## src/rtl/pipe_pkg.sv

```systemverilog
// Shared pipeline constants and types for the hazard controller slice:
// register-index and Tnew/Tuse widths, the "not used" Tuse code and md latencies.
package pipe_pkg;

   localparam int REG_W = 5;
   localparam int T_W   = 2;

   localparam logic [T_W-1:0] TUSE_NONE = 2'd3;

   localparam int MULT_CYCLES_DFLT = 5;
   localparam int DIV_CYCLES_DFLT  = 10;
   localparam int CNT_W_DFLT       = 4;

   typedef logic [REG_W-1:0] reg_idx_t;
   typedef logic [T_W-1:0]   tstage_t;

   // One bit per hazard source; any set bit freezes the front end.
   typedef struct packed {
      logic rs_e;
      logic rs_m;
      logic rt_e;
      logic rt_m;
      logic md;
   } hazard_t;

endpackage

```

## src/rtl/md_busy_ctr.sv

```systemverilog
// Multiply/divide busy window: loads the op latency on start, counts down to 0,
// and reports busy for the start cycle plus every nonzero-count cycle.
module md_busy_ctr #(
   parameter int MULT_CYCLES = 5,
   parameter int DIV_CYCLES  = 10,
   parameter int CNT_W       = 4
) (
   input  logic             clk,
   input  logic             reset,
   input  logic             start,
   input  logic             sel_div,
   output logic             busy,
   output logic [CNT_W-1:0] remaining
);

   logic [CNT_W-1:0] cnt_d;
   logic [CNT_W-1:0] cnt_q;

   // NOTE: every combinational output gets a default first so no path can infer a latch.
   always_comb begin
      cnt_d = cnt_q;
      if (start) begin
         // A start always reloads, even if a window is already open.
         cnt_d = sel_div ? CNT_W'(DIV_CYCLES) : CNT_W'(MULT_CYCLES);
      end else if (cnt_q != '0) begin
         cnt_d = cnt_q - 1'b1;
      end
   end

   // NOTE: state registers use non-blocking assignments and a synchronous reset.
   always_ff @(posedge clk) begin
      if (reset) begin
         cnt_q <= '0;
      end else begin
         cnt_q <= cnt_d;
      end
   end

   assign busy      = !reset && (start || (cnt_q != '0));
   assign remaining = cnt_q;

endmodule

```

## src/rtl/hazard_ctrl.sv

```systemverilog
// Central stall/bubble controller: compares D-stage Tuse against E/M producer Tnew,
// blocks md instructions while the mult/div unit is busy, and counts stalled cycles.
module hazard_ctrl
   import pipe_pkg::*;
#(
   parameter int MULT_CYCLES = MULT_CYCLES_DFLT,
   parameter int DIV_CYCLES  = DIV_CYCLES_DFLT,
   parameter int CNT_W       = CNT_W_DFLT
) (
   input  logic                 clk,
   input  logic                 reset,
   input  logic [REG_W-1:0]     D_rs,
   input  logic [REG_W-1:0]     D_rt,
   input  logic [T_W-1:0]       Tuse_rs,
   input  logic [T_W-1:0]       Tuse_rt,
   input  logic                 D_md_use,
   input  logic [REG_W-1:0]     E_GRF_WA,
   input  logic [T_W-1:0]       Tnew_E,
   input  logic [REG_W-1:0]     M_GRF_WA,
   input  logic [T_W-1:0]       Tnew_M,
   input  logic                 E_md_start,
   input  logic                 E_md_div,
   output logic                 stall,
   output logic                 E_clr,
   output logic                 md_busy,
   output logic [CNT_W-1:0]     md_remaining,
   output logic [31:0]          stall_cnt
);

   hazard_t     haz;
   logic [31:0] stall_cnt_d;
   logic [31:0] stall_cnt_q;

   // The E stage is never frozen, so a start is honoured even in a stalled cycle.
   md_busy_ctr #(
      .MULT_CYCLES (MULT_CYCLES),
      .DIV_CYCLES  (DIV_CYCLES),
      .CNT_W       (CNT_W)
   ) u_md_busy_ctr (
      .clk       (clk),
      .reset     (reset),
      .start     (E_md_start),
      .sel_div   (E_md_div),
      .busy      (md_busy),
      .remaining (md_remaining)
   );

   always_comb begin
      haz = '0;
      if (!reset) begin
         // $0 is hard-wired, and a source that is never read cannot hazard.
         haz.rs_e = (D_rs != '0) && (Tuse_rs != TUSE_NONE) &&
                    (D_rs == E_GRF_WA) && (Tuse_rs < Tnew_E);
         haz.rs_m = (D_rs != '0) && (Tuse_rs != TUSE_NONE) &&
                    (D_rs == M_GRF_WA) && (Tuse_rs < Tnew_M);
         haz.rt_e = (D_rt != '0) && (Tuse_rt != TUSE_NONE) &&
                    (D_rt == E_GRF_WA) && (Tuse_rt < Tnew_E);
         haz.rt_m = (D_rt != '0) && (Tuse_rt != TUSE_NONE) &&
                    (D_rt == M_GRF_WA) && (Tuse_rt < Tnew_M);
         haz.md   = D_md_use && md_busy;
      end
   end

   assign stall = |haz;
   assign E_clr = stall;

   always_comb begin
      stall_cnt_d = stall_cnt_q;
      if (stall && (stall_cnt_q != '1)) begin
         stall_cnt_d = stall_cnt_q + 32'd1;
      end
   end

   always_ff @(posedge clk) begin
      if (reset) begin
         stall_cnt_q <= '0;
      end else begin
         stall_cnt_q <= stall_cnt_d;
      end
   end

   assign stall_cnt = stall_cnt_q;

endmodule

```

## config.mk

```make
export PLATFORM = sky130hd
export DESIGN_NAME = hazard_ctrl
export DESIGN_NICKNAME = d
export VERILOG_FILES = /design/src/rtl/pipe_pkg.sv /design/src/rtl/md_busy_ctr.sv /design/src/rtl/hazard_ctrl.sv
export SDC_FILE = /design/constraint.sdc
export NUM_CORES = 1
export LEC_CHECK = 0
export CAP_MARGIN = 25
export CORE_UTILIZATION = 49
export CTS_BUF_LIST = sky130_fd_sc_hd__clkbuf_4 sky130_fd_sc_hd__clkbuf_8
export DETAILED_ROUTE_END_ITERATION = 6
export PLACE_DENSITY = 0.83
export SYNTH_ARGS = -nofsm -noshare
export SYNTH_HDL_FRONTEND = slang
export SYNTH_SLANG_ARGS = --single-unit
export TNS_END_PERCENT = 100
```

## constraint.sdc

```tcl
create_clock -name clk -period 2.4 [get_ports clk]
set_input_delay 0.24 -clock clk [delete_from_list [all_inputs] [get_ports clk]]
set_output_delay 0.24 -clock clk [all_outputs]
set_load 0.02 [all_outputs]
```

======== Word-level counts from Yosys, hierarchy flattened ========
Cells that the tools add are included.
storage, ports and cells
  register bits ........................... 36
  input port bits ......................... 33
  output and inout bits ................... 39
  word-level logic and storage cells ...... 39
operators by class
  $add $sub $neg .......................... 2
  magnitude comparators ................... 4
  equal/unequal tests ..................... 7
  mux-type cells .......................... 4
  reductions and logical operators ........ 20
operators with widths
  cell                                                                 number
  32-bit by 1-bit adder with 32-bit output (second input constant)     1
  32-bit != test (second input constant)                               1
  5-bit == test                                                        4
  1-bit logical AND                                                    13
  4-bit 2-to-1 mux                                                     3
  5-bit nonzero test                                                   2
  2-bit < comparator                                                   4
  5-bit 2-to-1 mux                                                     1
  5-bit OR reduction                                                   1
  2-bit != test (second input constant)                                2
  4-bit nonzero test                                                   1
  4-bit by 1-bit subtractor with 4-bit output (second input constant)  1
  2-bit nonzero test                                                   1
  1-bit logical NOT                                                    1
  1-bit logical OR                                                     1

======== Longest topological paths before layout ========
  word-level depth ........................ 7
  mapped depth ............................ 10
  depth with buffers taken out ............ 8

======== By module ========
A second synthesis with hierarchy kept.
second synthesis, totals
  cell total of the unflattened synthesis .. 289
  area, all modules ....................... 2386.0 µm²
by module, submodules not included
  module       instances  cells each  area an instance (µm²)  seq. area each (µm²)
  hazard_ctrl  1          264         2154.6                  640.6
  md_busy_ctr  1          25          231.5                   80.1

======== Worst setup path after synthesis ========
OpenSTA, ideal clock, no wires.
  kind .................................... input-to-output
  start ................................... input Tnew_E[1]
  end ..................................... output stall
  data arrival time ....................... 2096 ps
  data required time ...................... 2160 ps
  path slack .............................. 64 ps
  cell stages on the path ................. 10
  buffers on the path ..................... 3
  path through ............................ inv_1 > ha_1 > nor4_2 > nand4_1 > a221oi_2 > a211oi_2 > buf_2 > buf_2 > nor2_1 > buf_4
between the ends
  longest elaborated chain between the ends .. 4
  elaborated cells on any way between the ends .. 6
  classes of those cells .................. order compare: 2; mux: 1; reduce/logical: 3
RTL lines
  what                                          line                                  text
  from (decl)                                   hazard_ctrl.sv:18                     input logic [T_W-1:0] Tnew_E,
  2-bit < comparator, on equally long branches  hazard_ctrl.sv:57, hazard_ctrl.sv:53
  1-bit logical AND, on equally long branches   hazard_ctrl.sv:57, hazard_ctrl.sv:53
  5-bit 2-to-1 mux (*)                          hazard_ctrl.sv:50                     if (!reset) begin
  5-bit OR reduction (*)                        hazard_ctrl.sv:64                     assign stall = |haz;
  to (decl)                                     hazard_ctrl.sv:23                     output logic stall,
Every way passes the cells marked *; elsewhere a longest branch is shown, timed or not.

======== Worst setup path after layout ========
  start ................................... register u_md_busy_ctr.cnt_q[0], in the netlist u_md_busy_ctr.remaining[0]
  end ..................................... register stall_cnt_q[31], in the netlist stall_cnt[31]
between the ends
  longest elaborated chain between the ends .. 7
RTL lines
  what                    line               text
  from (decl)             md_busy_ctr.sv:17  logic [CNT_W-1:0] cnt_q;
  from (signal assigned)  md_busy_ctr.sv:35  cnt_q <= cnt_d;
  4-bit nonzero test      md_busy_ctr.sv:39  assign busy = !reset && (start || (cnt_q != '0));
  1-bit logical OR        md_busy_ctr.sv:39
  1-bit logical AND       md_busy_ctr.sv:39
  1-bit logical AND       hazard_ctrl.sv:60  haz.md = D_md_use && md_busy;
  5-bit 2-to-1 mux        hazard_ctrl.sv:50
  5-bit OR reduction      hazard_ctrl.sv:64
  1-bit logical AND       hazard_ctrl.sv:69  if (stall && (stall_cnt_q != '1)) begin
  to (signal assigned)    hazard_ctrl.sv:78  stall_cnt_q <= stall_cnt_d;
  to (decl)               hazard_ctrl.sv:32  logic [31:0] stall_cnt_q;
No other way between the ends.
A chain may end at the register's enable or synchronous reset.

==> impl_metrics.ini <==
[floorplan]
io_pins = 72
core_region_area_sq_um = 4500
start_util = 0.528
die-width_microns = 71.6
die_h_microns = 71.6
num_rows = 24
dieArea_sq_um = 5130

[logic_synthesis]
netlist_area_sq_um = 2380
synthesis.instances = 283
synth_async_sr_flop_share = 0
synth_cell_types = 48
yosysWarnings = 0
synth-seq-cells = 36
synth_seq_area_share = 0.303
ys.flop_type = dfxtp_1
synth_edf_count = 0
syn_nets = 323
syn_avg_cell_area_sq_um = 8.40

[finish]
drive_gt1_frac = 0.235
final_common_cell = clkdlybuf4s50_1
area_delta_synth_final_pct = 53.6
fillerInstances = 297
nets = 435
diodes = 0
final_cell_mix = clkdlybuf4s50_1 (56), buf_4 (46), dfxtp_1 (34)

[worst_setup_path]
crit_fanout = 5
startpoint_type = flip-flop
worst_setup_path_end_kind = flip-flop
arrival_ps = 2570
crit_type = reg2reg
cp.required_ps = 2620

[power]
leakage_nw = 1.40
power.density_nw_per_um2 = 388
fin_total_pwr_mw = 1.41
vdd_ir_drop_max_uv = 330

[clock_tree]
cts_buffer_depth = 2
cts.sinks = 36
cts_made_buffers = 5
clk_pin_slew_ps = 80
h-tree-depth = 2
cts_tree = done
cts-root-buf = clkbuf_8
clock_latency_ps = 290

[routing]
first_pass_iters = 4
routed_wirelength_mm = 7.08
routedWlPerCell_microns = 15.8
drt_iter0_drc = 130
routed_via_density = 5.84
drcViolationCount = 0
drt.antenna.violating_nets = 0
num_vias = 2615

[placement]
place.gp.congestion = 0.946
placement.io_buffers = 71
dp_hpwl_mm = 5.08

[sta]
finalCritPeriodShare = 0.979
hold_viol = 0
slew_viol_final = 0
setup_tns_ps = 0
timing.fmax_ghz = 0.426
fin_skew_ps = 6.98
max_slew.worst_pin.slew_ps = 470
rsz0062_at_grt = yes
relSlewSlack = 0.685
min_period_ps = 2350
setup_violations = 0

[run_status]
status = complete, no violations

[global_routing]
grt_pass1_wl_mm = 11.1
grt_max_degree = 29
grt_pass1_vias = 2508
antenna_found_initial = 0
grt.total_usage = 0.271
globalRouteOverflowTotal = 0

[hold_path]
hp-class = reg2reg

[run]
maxCapViolations = 0
[kinds of logic after synthesis]
group           Yosys count  share of synthesized area
simple gates            118                      0.303
compound gates           70                      0.200
flops                    36                      0.303
buf+inv                  25                     0.0542
xor+xnor                 24                     0.0885
fa+ha+maj                 7                     0.0369
mux                       3                     0.0142
[worst max-delay path, cell delays in order (launching register included)]
cell and delay [ps]:
dfxtp_1 400, inv_1 80, ha_1 200, nand2_1 160
o21a_1 220, nor3b_1 360, a221oi_4 80, buf_6 150
or4_1 460, a21oi_1 170
[power by group]
part / internal, mW / leakage [nW] / switching (mW)
Clock: 0.202 / 0.0479 / 0.230
Combinational: 0.184 / 1.06 / 0.174
Sequential: 0.610 / 0.292 / 0.0141
[path summary, 6_finish.rpt]
kind / slack [ps] / end / cells after the start / from
worst max-delay path: 50 / stall_cnt[31] / 9 / u_md_busy_ctr.remaining[0]
worst min-delay path: 490 / stall_cnt[30] / 2 / stall_cnt[30]
worst max register to register: 50 / stall_cnt[31] / 9 / u_md_busy_ctr.remaining[0]
worst min register to register: 490 / stall_cnt[30] / 2 / stall_cnt[30]
[final cells by class]
cell class	instances	area, sq um	area share
clock buffers	5	68.8	0.0189
clock inverters	3	18.8	0.00514
inverters	8	30.0	0.00823
multi-input cells	222	1610	0.440
flip-flops and latches	36	723	0.198
well taps	52	65.1	0.0178
repair buffers	122	1140	0.311
[per-stage QoR]
| step | instances | setup slack [ps] | area, sq um | hold WS [ps] | util |
|---|---|---|---|---|---|
| after detailed placement | 437 | -466 | 3420 | 497 | 0.759 |
| final | 448 | 50.2 | 3650 | 491 | 0.810 |
| after CTS | 447 | 3.71 | 3540 | 506 | 0.786 |
| after floorplan | 283 | 63.6 | 2380 | 335 | - |
| after global placement | 437 | -416 | 3420 | 478 | 0.759 |
| after global routing | 448 | -46.4 | 3650 | 526 | 0.810 |
[timing repair]
| item | 4_1_cts | 5_1_grt |
|---|---|---|
| cloned | 0 | 1 |
| setup endpoints to repair | 31 | 29 |
| pin swaps | 9 | 11 |
| hold buffers | 0 | 0 |
| resized for setup | 21 | 29 |
| setup buffers | 2 | 0 |
[synth_stat cells, drive strengths merged, types with 3 or more instances]
cell type / n / area [sq um]
clkbuf: 9 / 33.8
a21oi: 27 / 158
and3: 3 / 18.8
o31ai: 16 / 125
inv: 8 / 30.0
nand2: 16 / 60.1
xnor2: 9 / 78.8
buf: 8 / 65.1
nand3: 10 / 50.1
nand4: 10 / 77.6
a211oi: 3 / 27.5
ha: 7 / 87.6
o21ai: 16 / 80.1
dfxtp: 36 / 721
and4: 6 / 52.6
or4: 16 / 120
nor3b: 4 / 30.0
mux2: 3 / 33.8
nor2b: 4 / 25.0
or3: 12 / 80.1
nor2: 20 / 75.1
nor3: 7 / 40.0
nor4: 5 / 52.6
xor2: 15 / 131
[sequential cells by signal (all words and copies together), names as in the netlist]
signal	cells
stall_cnt	32
u_md_busy_ctr.remaining	4
[metal layers]
metal / share of wire / track usage
met1: 0.43 / 0.327
met2: 0.50 / 0.484
met3: 0.056 / 0.0534
met4: 0.014 / 0.0828
met5: 0 / 0
Power figures use the tool's default switching activity.
